### src/rtl/uart_rx_controller_if.sv
// ============================================================================
// Module  : uart_rx_controller_if
// Brief   : Config, receiver-handshake and read-side bundle of uart_rx_controller.
// Revision: 1.0
// ============================================================================
`default_nettype none

interface uart_rx_controller_if #(
  parameter int FIFO_DEPTH          = 16,
  parameter int CLOCK_DIVISOR_WIDTH = 24
);
  localparam int c_CNT_W = $clog2(FIFO_DEPTH) + 1;

  logic                           cfgWrite;
  logic [1:0]                     cfgDataBits;
  logic                           cfgHasParity;
  logic [1:0]                     cfgParityMode;
  logic                           cfgExtraStopBit;
  logic [CLOCK_DIVISOR_WIDTH-1:0] cfgClockDivisor;
  logic                           rxEnable;

  logic [1:0]                     dataBits;
  logic                           hasParity;
  logic [1:0]                     parityMode;
  logic                           extraStopBit;
  logic [CLOCK_DIVISOR_WIDTH-1:0] clockDivisor;

  logic [8:0]                     rxData;
  logic                           rxDataReceived;
  logic                           rxParityError;
  logic                           rxOverflow;
  logic                           rxBreak;
  logic                           rxSilence;
  logic                           rxReceiveReq;

  logic                           readReq;
  logic [10:0]                    readData;
  logic                           readValid;
  logic [c_CNT_W-1:0]             fifoCount;
  logic                           fifoEmpty;
  logic                           fifoFull;
  logic                           frameEnd;
  logic [7:0]                     errorCount;
  logic                           clearErrors;
  logic                           dropped;

  modport master (
    output cfgWrite, cfgDataBits, cfgHasParity, cfgParityMode, cfgExtraStopBit,
           cfgClockDivisor, rxEnable, rxData, rxDataReceived, rxParityError,
           rxOverflow, rxBreak, rxSilence, readReq, clearErrors,
    input  dataBits, hasParity, parityMode, extraStopBit, clockDivisor,
           rxReceiveReq, readData, readValid, fifoCount, fifoEmpty, fifoFull,
           frameEnd, errorCount, dropped
  );

  modport slave (
    input  cfgWrite, cfgDataBits, cfgHasParity, cfgParityMode, cfgExtraStopBit,
           cfgClockDivisor, rxEnable, rxData, rxDataReceived, rxParityError,
           rxOverflow, rxBreak, rxSilence, readReq, clearErrors,
    output dataBits, hasParity, parityMode, extraStopBit, clockDivisor,
           rxReceiveReq, readData, readValid, fifoCount, fifoEmpty, fifoFull,
           frameEnd, errorCount, dropped
  );
endinterface

`default_nettype wire

### src/rtl/uart_rx_controller.sv
// ============================================================================
// Module  : uart_rx_controller
// Brief   : UART receive front end: line config, ack handshake, receive FIFO,
//           error accounting and end-of-frame detection.
// Revision: 1.0
// ============================================================================
`default_nettype none

module uart_rx_controller #(
  parameter int FIFO_DEPTH          = 16,
  parameter int CLOCK_DIVISOR_WIDTH = 24
) (
  input  wire logic          clk,
  input  wire logic          rstN,
  uart_rx_controller_if.slave bus
);
  localparam int c_AW    = $clog2(FIFO_DEPTH);
  localparam int c_CNT_W = c_AW + 1;

  localparam logic [1:0] c_S_IDLE = 2'd0;
  localparam logic [1:0] c_S_ACK  = 2'd1;
  localparam logic [1:0] c_S_WAIT = 2'd2;

  logic [1:0]                     r_data_bits;
  logic                           r_has_parity;
  logic [1:0]                     r_parity_mode;
  logic                           r_extra_stop;
  logic [CLOCK_DIVISOR_WIDTH-1:0] r_clk_div;

  logic [1:0]         r_state, w_state_nxt;
  logic               w_ack;
  logic               r_break_prev, r_silence_prev;
  logic [10:0]        r_mem [FIFO_DEPTH];
  logic [c_AW-1:0]    r_wr_ptr, r_rd_ptr;
  logic [c_CNT_W-1:0] r_count, w_count_nxt;
  logic               r_empty, r_full;
  logic [10:0]        r_read_data;
  logic               r_read_valid;
  logic [7:0]         r_err_cnt;
  logic               r_dropped;
  logic               r_pending;
  logic               r_frame_end;

  logic        w_cap_data, w_cap_break, w_push, w_pop, w_write, w_drop;
  logic        w_ovf_err, w_par_err, w_silence_rise;
  logic [10:0] w_entry;
  logic [1:0]  w_err_inc;
  logic [7:0]  w_err_base;
  logic [8:0]  w_err_sum;

  always_ff @(posedge clk or negedge rstN) begin
    if (!rstN) begin
      r_data_bits   <= 2'b11;
      r_has_parity  <= 1'b0;
      r_parity_mode <= 2'b00;
      r_extra_stop  <= 1'b0;
      r_clk_div     <= '0;
    end else if (bus.cfgWrite) begin
      r_data_bits   <= bus.cfgDataBits;
      r_has_parity  <= bus.cfgHasParity;
      r_parity_mode <= bus.cfgParityMode;
      r_extra_stop  <= bus.cfgExtraStopBit;
      r_clk_div     <= bus.cfgClockDivisor;
    end
  end

  always_ff @(posedge clk or negedge rstN) begin
    if (!rstN) r_state <= c_S_IDLE;
    else       r_state <= w_state_nxt;
  end

  always_comb begin
    w_state_nxt = r_state;
    case (r_state)
      c_S_IDLE: if (w_cap_data || w_cap_break) w_state_nxt = c_S_ACK;
      c_S_ACK:  w_state_nxt = c_S_WAIT;
      c_S_WAIT: if (!bus.rxDataReceived && !bus.rxBreak) w_state_nxt = c_S_IDLE;
      default:  w_state_nxt = c_S_IDLE;
    endcase
  end

  always_comb begin
    w_ack = (r_state == c_S_ACK);
  end

  // Data wins over a coincident break edge; that break edge is simply lost.
  assign w_cap_data  = (r_state == c_S_IDLE) && bus.rxDataReceived;
  assign w_cap_break = (r_state == c_S_IDLE) && !bus.rxDataReceived &&
                       bus.rxBreak && !r_break_prev;
  assign w_entry     = w_cap_data ? {1'b0, bus.rxParityError, bus.rxData} : 11'h400;
  assign w_push      = (w_cap_data || w_cap_break) && bus.rxEnable;
  assign w_pop       = bus.readReq && !r_empty;
  assign w_write     = w_push && (!r_full || w_pop);
  assign w_drop      = w_push && r_full && !w_pop;

  always_comb begin
    w_count_nxt = r_count;
    if (w_write && !w_pop)      w_count_nxt = r_count + c_CNT_W'(1);
    else if (!w_write && w_pop) w_count_nxt = r_count - c_CNT_W'(1);
  end

  always_ff @(posedge clk) begin
    if (w_write) r_mem[r_wr_ptr] <= w_entry;
  end

  always_ff @(posedge clk or negedge rstN) begin
    if (!rstN) begin
      r_wr_ptr     <= '0;
      r_rd_ptr     <= '0;
      r_count      <= '0;
      r_empty      <= 1'b1;
      r_full       <= 1'b0;
      r_read_data  <= '0;
      r_read_valid <= 1'b0;
    end else begin
      if (w_write) r_wr_ptr <= r_wr_ptr + c_AW'(1);
      if (w_pop) begin
        r_rd_ptr    <= r_rd_ptr + c_AW'(1);
        r_read_data <= r_mem[r_rd_ptr];
      end
      r_read_valid <= w_pop;
      r_count      <= w_count_nxt;
      r_empty      <= (w_count_nxt == '0);
      r_full       <= (w_count_nxt == c_CNT_W'(FIFO_DEPTH));
    end
  end

  // Error sources can coincide; their sum is added with saturation at 255.
  assign w_ovf_err  = w_ack && bus.rxOverflow;
  assign w_par_err  = w_write && w_entry[9];
  assign w_err_inc  = {1'b0, w_ovf_err} + {1'b0, w_par_err} + {1'b0, w_drop};
  assign w_err_base = bus.clearErrors ? 8'h00 : r_err_cnt;
  assign w_err_sum  = {1'b0, w_err_base} + {7'b0, w_err_inc};

  assign w_silence_rise = bus.rxSilence && !r_silence_prev;

  always_ff @(posedge clk or negedge rstN) begin
    if (!rstN) begin
      r_err_cnt      <= '0;
      r_dropped      <= 1'b0;
      r_break_prev   <= 1'b0;
      r_silence_prev <= 1'b0;
      r_pending      <= 1'b0;
      r_frame_end    <= 1'b0;
    end else begin
      r_err_cnt      <= w_err_sum[8] ? 8'hFF : w_err_sum[7:0];
      if (w_drop || w_ovf_err)  r_dropped <= 1'b1;
      else if (bus.clearErrors) r_dropped <= 1'b0;
      r_break_prev   <= bus.rxBreak;
      r_silence_prev <= bus.rxSilence;
      r_frame_end    <= w_silence_rise && r_pending;
      if (w_push)              r_pending <= 1'b1;
      else if (w_silence_rise) r_pending <= 1'b0;
    end
  end

  assign bus.dataBits     = r_data_bits;
  assign bus.hasParity    = r_has_parity;
  assign bus.parityMode   = r_parity_mode;
  assign bus.extraStopBit = r_extra_stop;
  assign bus.clockDivisor = r_clk_div;
  assign bus.rxReceiveReq = w_ack;
  assign bus.readData     = r_read_data;
  assign bus.readValid    = r_read_valid;
  assign bus.fifoCount    = r_count;
  assign bus.fifoEmpty    = r_empty;
  assign bus.fifoFull     = r_full;
  assign bus.frameEnd     = r_frame_end;
  assign bus.errorCount   = r_err_cnt;
  assign bus.dropped      = r_dropped;
endmodule

`default_nettype wire
### src/flat_wrapper.sv
// flat-port wrapper written by rule: the top's interface ports become plain ports
module uart_rx_controller_flat 
#(
  parameter int FIFO_DEPTH          = 16,
  parameter int CLOCK_DIVISOR_WIDTH = 24
)
  (clk, rstN, bus_cfgWrite, bus_cfgDataBits, bus_cfgHasParity, bus_cfgParityMode, bus_cfgExtraStopBit, bus_cfgClockDivisor, bus_rxEnable, bus_rxData, bus_rxDataReceived, bus_rxParityError, bus_rxOverflow, bus_rxBreak, bus_rxSilence, bus_readReq, bus_clearErrors, bus_dataBits, bus_hasParity, bus_parityMode, bus_extraStopBit, bus_clockDivisor, bus_rxReceiveReq, bus_readData, bus_readValid, bus_fifoCount, bus_fifoEmpty, bus_fifoFull, bus_frameEnd, bus_errorCount, bus_dropped);
  uart_rx_controller_if #(.FIFO_DEPTH(FIFO_DEPTH), .CLOCK_DIVISOR_WIDTH(CLOCK_DIVISOR_WIDTH)) bus_i ();
  input  wire logic clk;
  input  wire logic rstN;
  input wire logic [$bits(bus_i.cfgWrite)-1:0] bus_cfgWrite;
  input wire logic [$bits(bus_i.cfgDataBits)-1:0] bus_cfgDataBits;
  input wire logic [$bits(bus_i.cfgHasParity)-1:0] bus_cfgHasParity;
  input wire logic [$bits(bus_i.cfgParityMode)-1:0] bus_cfgParityMode;
  input wire logic [$bits(bus_i.cfgExtraStopBit)-1:0] bus_cfgExtraStopBit;
  input wire logic [$bits(bus_i.cfgClockDivisor)-1:0] bus_cfgClockDivisor;
  input wire logic [$bits(bus_i.rxEnable)-1:0] bus_rxEnable;
  input wire logic [$bits(bus_i.rxData)-1:0] bus_rxData;
  input wire logic [$bits(bus_i.rxDataReceived)-1:0] bus_rxDataReceived;
  input wire logic [$bits(bus_i.rxParityError)-1:0] bus_rxParityError;
  input wire logic [$bits(bus_i.rxOverflow)-1:0] bus_rxOverflow;
  input wire logic [$bits(bus_i.rxBreak)-1:0] bus_rxBreak;
  input wire logic [$bits(bus_i.rxSilence)-1:0] bus_rxSilence;
  input wire logic [$bits(bus_i.readReq)-1:0] bus_readReq;
  input wire logic [$bits(bus_i.clearErrors)-1:0] bus_clearErrors;
  output wire logic [$bits(bus_i.dataBits)-1:0] bus_dataBits;
  output wire logic [$bits(bus_i.hasParity)-1:0] bus_hasParity;
  output wire logic [$bits(bus_i.parityMode)-1:0] bus_parityMode;
  output wire logic [$bits(bus_i.extraStopBit)-1:0] bus_extraStopBit;
  output wire logic [$bits(bus_i.clockDivisor)-1:0] bus_clockDivisor;
  output wire logic [$bits(bus_i.rxReceiveReq)-1:0] bus_rxReceiveReq;
  output wire logic [$bits(bus_i.readData)-1:0] bus_readData;
  output wire logic [$bits(bus_i.readValid)-1:0] bus_readValid;
  output wire logic [$bits(bus_i.fifoCount)-1:0] bus_fifoCount;
  output wire logic [$bits(bus_i.fifoEmpty)-1:0] bus_fifoEmpty;
  output wire logic [$bits(bus_i.fifoFull)-1:0] bus_fifoFull;
  output wire logic [$bits(bus_i.frameEnd)-1:0] bus_frameEnd;
  output wire logic [$bits(bus_i.errorCount)-1:0] bus_errorCount;
  output wire logic [$bits(bus_i.dropped)-1:0] bus_dropped;
  assign bus_i.cfgWrite = bus_cfgWrite;
  assign bus_i.cfgDataBits = bus_cfgDataBits;
  assign bus_i.cfgHasParity = bus_cfgHasParity;
  assign bus_i.cfgParityMode = bus_cfgParityMode;
  assign bus_i.cfgExtraStopBit = bus_cfgExtraStopBit;
  assign bus_i.cfgClockDivisor = bus_cfgClockDivisor;
  assign bus_i.rxEnable = bus_rxEnable;
  assign bus_i.rxData = bus_rxData;
  assign bus_i.rxDataReceived = bus_rxDataReceived;
  assign bus_i.rxParityError = bus_rxParityError;
  assign bus_i.rxOverflow = bus_rxOverflow;
  assign bus_i.rxBreak = bus_rxBreak;
  assign bus_i.rxSilence = bus_rxSilence;
  assign bus_i.readReq = bus_readReq;
  assign bus_i.clearErrors = bus_clearErrors;
  assign bus_dataBits = bus_i.dataBits;
  assign bus_hasParity = bus_i.hasParity;
  assign bus_parityMode = bus_i.parityMode;
  assign bus_extraStopBit = bus_i.extraStopBit;
  assign bus_clockDivisor = bus_i.clockDivisor;
  assign bus_rxReceiveReq = bus_i.rxReceiveReq;
  assign bus_readData = bus_i.readData;
  assign bus_readValid = bus_i.readValid;
  assign bus_fifoCount = bus_i.fifoCount;
  assign bus_fifoEmpty = bus_i.fifoEmpty;
  assign bus_fifoFull = bus_i.fifoFull;
  assign bus_frameEnd = bus_i.frameEnd;
  assign bus_errorCount = bus_i.errorCount;
  assign bus_dropped = bus_i.dropped;
  uart_rx_controller #(.FIFO_DEPTH(FIFO_DEPTH), .CLOCK_DIVISOR_WIDTH(CLOCK_DIVISOR_WIDTH)) u_core (.clk(clk), .rstN(rstN), .bus(bus_i));
endmodule
### config.mk
export PLATFORM = sky130hd
export DESIGN_NAME = uart_rx_controller_flat
export DESIGN_NICKNAME = d
export VERILOG_FILES = /design/src/rtl/uart_rx_controller_if.sv /design/src/rtl/uart_rx_controller.sv /design/src/flat_wrapper.sv
export SDC_FILE = /design/constraint.sdc
export NUM_CORES = 1
export LEC_CHECK = 0
export BUFFER_PORTS_ARGS = -buffer_cell sky130_fd_sc_hd__buf_2
export CORE_MARGIN = 2
export CORE_UTILIZATION = 35
export CTS_BUF_LIST = sky130_fd_sc_hd__clkbuf_4
export CTS_CLUSTER_SIZE = 30
export DETAILED_ROUTE_END_ITERATION = 10
export RECOVER_POWER = 100
export SETUP_SLACK_MARGIN = 0.3
export SKIP_CTS_REPAIR_TIMING = 1
export SLEW_MARGIN = 20
export SYNTH_ARGS = -nofsm -noshare
export SYNTH_HDL_FRONTEND = slang
export SYNTH_SLANG_ARGS = --single-unit
### constraint.sdc
create_clock -name clk -period 3.2 [get_ports clk]
set_input_delay 0.96 -clock clk [delete_from_list [all_inputs] [get_ports clk]]
set_output_delay 0.96 -clock clk [all_outputs]
set_load 0.01 [all_outputs]
==> Flow_metrics.wiki <==
{| class="wikitable"
! Metric !! Value
|-
| IO buf count || 109
|-
| Average instance area after synthesis || 16.6 sq um
|-
| Initial antenna violation count || 2
|-
| M1 GR Usage || 0.208
|-
| P_leak || 4.52 nW
|-
| Die Width || 174 um
|-
| Cell at the root of the clock tree || clkbuf_4
|-
| Maximum fanout count along the critical path || 6
|-
| RSZ-0062 raised after global routing || no
|-
| Critical Path RT || 3700 ps
|-
| Fraction of power consumed by the clock network || 0.311
|-
| Class of the most critical setup path || register to register
|-
| Die H || ~170 um
|-
| Hold/Removal Path Class || register to register
|-
| Number of max-cap violations || 2
|-
| Post-Place Setup Slack || -215 ps
|-
| Clock sink count || 248
|-
| Transition at the pin with the smallest max-transition slack || 1850 ps
|-
| Final hold slack || ~410 ps
|-
| Net total in the final layout || 864
|-
| Number of enable flip-flop cells after synthesis || 176
|-
| Post-detail-place hpwl || 13.9 mm
|-
| Maximum clock frequency || 349 MHz
|-
| Largest cells by area after synthesis || edfxtp_1 (52%), dfrtp_1 (17%), mux2_2 (7.0%)
|-
| Worst path max stage delay || 450 ps
|-
| Count of cell types in the netlist || 46
|-
| Max-slew violation count || 65
|-
| Post-route DRC || 0
|-
| Area of the core region || 28500 sq um
|-
| Worst path slowest cell || dfrtp_1
|-
| Worst path cell trace || nor3b_1 > o21ai_2 > a21oi_4 > and2_4 > fa_1 > ha_1 > fa_2 > and4_1 > nand2_2 > or3_4 > o21ai_0
|-
| Most repeated cell in the gate-level netlist after synthesis || edfxtp_1
|-
| Net count after synthesis || roughly 670
|-
| Net load switching power || 3.02 mW
|-
| Result of the run || complete, but fails checks
|-
| Kind of start point of the critical path || register
|-
| Sequential-to-total area share from yosys stat || 0.704
|-
| Met2 Usage GRT || 0.233
|-
| Growth of design area from synthesis to finish || 20.4%
|-
| WHS Path Cells || 1
|-
| Post-detailed-route via-to-cell ratio || 4.78
|-
| Global routing met3 resource utilization || 0.0434
|-
| # rows || 62
|-
| Share of total power consumed by net switching || 0.306
|-
| Worst slew slack as a fraction of its limit || -0.231
|-
| Layer carrying the most global-route usage || met2
|-
| Total Power || 9.86 mW
|-
| Cell area reported after detailed placement || roughly 11000 sq um
|-
| Clock-pin transition on the worst setup and hold timing paths || 70 ps
|-
| Placed Cells incl. Taps || 1115
|-
| Combined area of all synthesized cells || approximately 10000 sq um
|-
| Number of endpoints with negative hold slack in the final report || 0
|-
| Total grt overflow || 0
|-
| Final Critical Period || 2870 ps
|-
| Clock H-tree levels || 3
|-
| Share of post-route cells with drive strength above 1 || 0.346
|-
| Worst reg-to-reg path cell count || 11
|-
| Maximum clock path buffer count || 3
|-
| Power per unit of standard cell area || 813 nW/um^2
|-
| Fraction of post-synthesis cell area in the top cell type by area || 0.524
|-
| Starting Density || 0.353
|-
| Most frequently used flop master after synthesis || edfxtp_1
|-
| Maximum number of pins on one net before global-route repair || 43
|-
| Wire length of the first global-routing pass || 35.3 mm
|-
| Detail Route Antenna Nets || 0
|-
| Average wire length per cell after detail routing || 18.0 um
|-
| Combined global-route utilization of all metal layers || 0.153
|-
| Final count of negative-setup-slack endpoints || 0
|-
| Synth warnings || 0
|-
| Design area || 12100 sq um
|-
| Cell type with the largest total area after synthesis || edfxtp_1
|-
| Flop and latch count out of synthesis || 248
|-
| Critical path endpoint category || register
|-
| Drt pass-1 iters || 4
|-
| Number of ports placed on the die boundary || 110
|-
| Fraction of synthesis flops using an asynchronous set or reset pin || 0.290
|-
| TritonCTS clock tree || done
|-
| Number of global-route vias before repair || 6255
|-
| Worst skew pair latency || 650 ps
|-
| Post-route insts no fill || 1243
|-
| Clock Skews || 37.0 ps
|-
| Portion of total power attributed to combinational logic || 0.246
|-
| Total routed wirelength || 22.3 mm
|-
| Failing checks || capacitance limit, slew limit
|-
| Worst IR Drop VDD || 0.418 mV
|-
| Number of buffers created by CTS || 70
|-
| Number of violations reported at the end of detailed-routing iteration 0 || 452
|-
| Arrival time reported for the critical path endpoint || around 3400 ps
|-
| Internal power contribution || 6.84 mW
|-
| Share of the clock period used by the worst path || 0.895
|-
| Die ar. || between 30000 and 40000 sq um
|-
| Global placer's final weighted congestion || 0.774
|-
| Reg power frac || 0.443
|-
| Synth Instances || 607
|-
| Most frequent cells after synthesis || edfxtp_1 (176), dfrtp_1 (69), mux2_2 (63)
|-
| Total number of vias || 5938
|-
| Post-route worst setup slack || 335 ps
|}
==> cells in the final DEF, fill, tap and decap left out, types with 3 or more instances in the layout <==
| master | netlist | routed |
|---|---|---|
| edfxtp_1 | 176 | 176 |
| clkbuf_4 | 0 | 117 |
| clkbuf_1 | 14 | 75 |
| dfrtp_1 | 69 | 67 |
| mux2_2 | 63 | 63 |
| buf_2 | 8 | 46 |
| mux2i_1 | 25 | 25 |
| o22ai_1 | 22 | 22 |
| mux4_2 | 22 | 22 |
| nor2_1 | 21 | 21 |
| buf_4 | 2 | 20 |
| and2_0 | 0 | 18 |
| o21ai_0 | 19 | 18 |
| inv_1 | 14 | 14 |
| nand2_1 | 15 | 14 |
| a21oi_1 | 15 | 14 |
| nor3_1 | 13 | 13 |
| xnor2_1 | 12 | 12 |
| o21bai_1 | 11 | 11 |
| clkbuf_2 | 0 | 10 |
| ha_1 | 9 | 9 |
| nand2b_1 | 5 | 6 |
| nor4_1 | 6 | 6 |
| clkinv_1 | 0 | 6 |
| nor3b_1 | 4 | 5 |
| nor2b_1 | 5 | 5 |
| o211ai_1 | 3 | 3 |
| nand4_1 | 3 | 3 |
| dfstp_2 | 3 | 3 |
==> sequential cells by signal, indices dropped and copies added (netlist names), 4 cells and up <==
signal                   count
u_core.bus.fifoCount         5
u_core.r_rd_ptr              4
u_core.bus.errorCount        8
u_core.bus.clockDivisor     24
u_core.r_mem               176
u_core.bus.readData         11
u_core.r_wr_ptr              4
==> critical path: cells and delay by family, from the launching register on <==
kind / cells / cell delay [ps]
compound gates: 3 / 390
simple gates: 5 / 890
fa+ha+maj: 3 / 1010
flops: 1 / 450
==> per-layer routing <==
layer | vias to the layer above | share of wire
met1 | 2937 | 0.46
met4 | 2 | 0.018
met5 | - | 0.00058
li1 | 2765 | -
met3 | 39 | 0.064
met2 | 195 | 0.46
==> kinds of logic (layout without fill, tap and decap cells) <==
kind of cell,Yosys count,after routing,share of synthesized area
compound gates,77,77,0.0471
xor+xnor,14,14,0.0122
fa+ha+maj,11,11,0.0151
buf+inv,44,295,0.0204
flops,248,248,0.704
mux,110,110,0.144
other cells,0,1,0
simple gates,103,103,0.0572
==> cell type report <==
type | count | area (sq um)
repair buffers | 154 | 747
well taps | 384 | 480
inverters | 14 | 52.6
clock buffers | 115 | 863
diodes | 1 | 2.50
multi-input cells | 315 | 2790
clock inverters | 12 | 100
flip-flops and latches | 248 | 7100
fillers | 2735 | 16400
==> power by group through the flow <==
stage	Sequential, mW	Combinational [mW]	Clock (mW)
2_1_floorplan	4.17	1.93	0
3_3_place_gp	4.43	2.51	0
3_5_place_dp	4.44	2.53	0
4_1_cts	4.38	2.55	3.17
5_1_grt	4.43	2.68	3.35
6_report	4.37	2.43	3.06
==> path summary, 6_finish.rpt <==
path,slack [ps],start,endpoint
max in group asynchronous,720,rstN,u_core.r_rd_ptr[1]
min,410,u_core.r_silence_prev,u_core.bus.frameEnd
max reg2reg,330,u_core.r_state[1],u_core.bus.errorCount[4]
min reg2reg,410,u_core.r_silence_prev,u_core.bus.frameEnd
max,330,u_core.r_state[1],u_core.bus.errorCount[4]
min in group asynchronous,830,rstN,u_core.bus.frameEnd
==> through the flow <==
| step | TNS, ps | utilization |
|---|---|---|
| final | 0 | 0.425 |
| after global routing | 0 | 0.425 |
| after CTS | 0 | 0.433 |
| after detailed placement | -1400 | 0.399 |
| after global placement | -1120 | 0.399 |
| after floorplan | -778 | - |
Note: power is estimated with default switching activity, not from simulation.
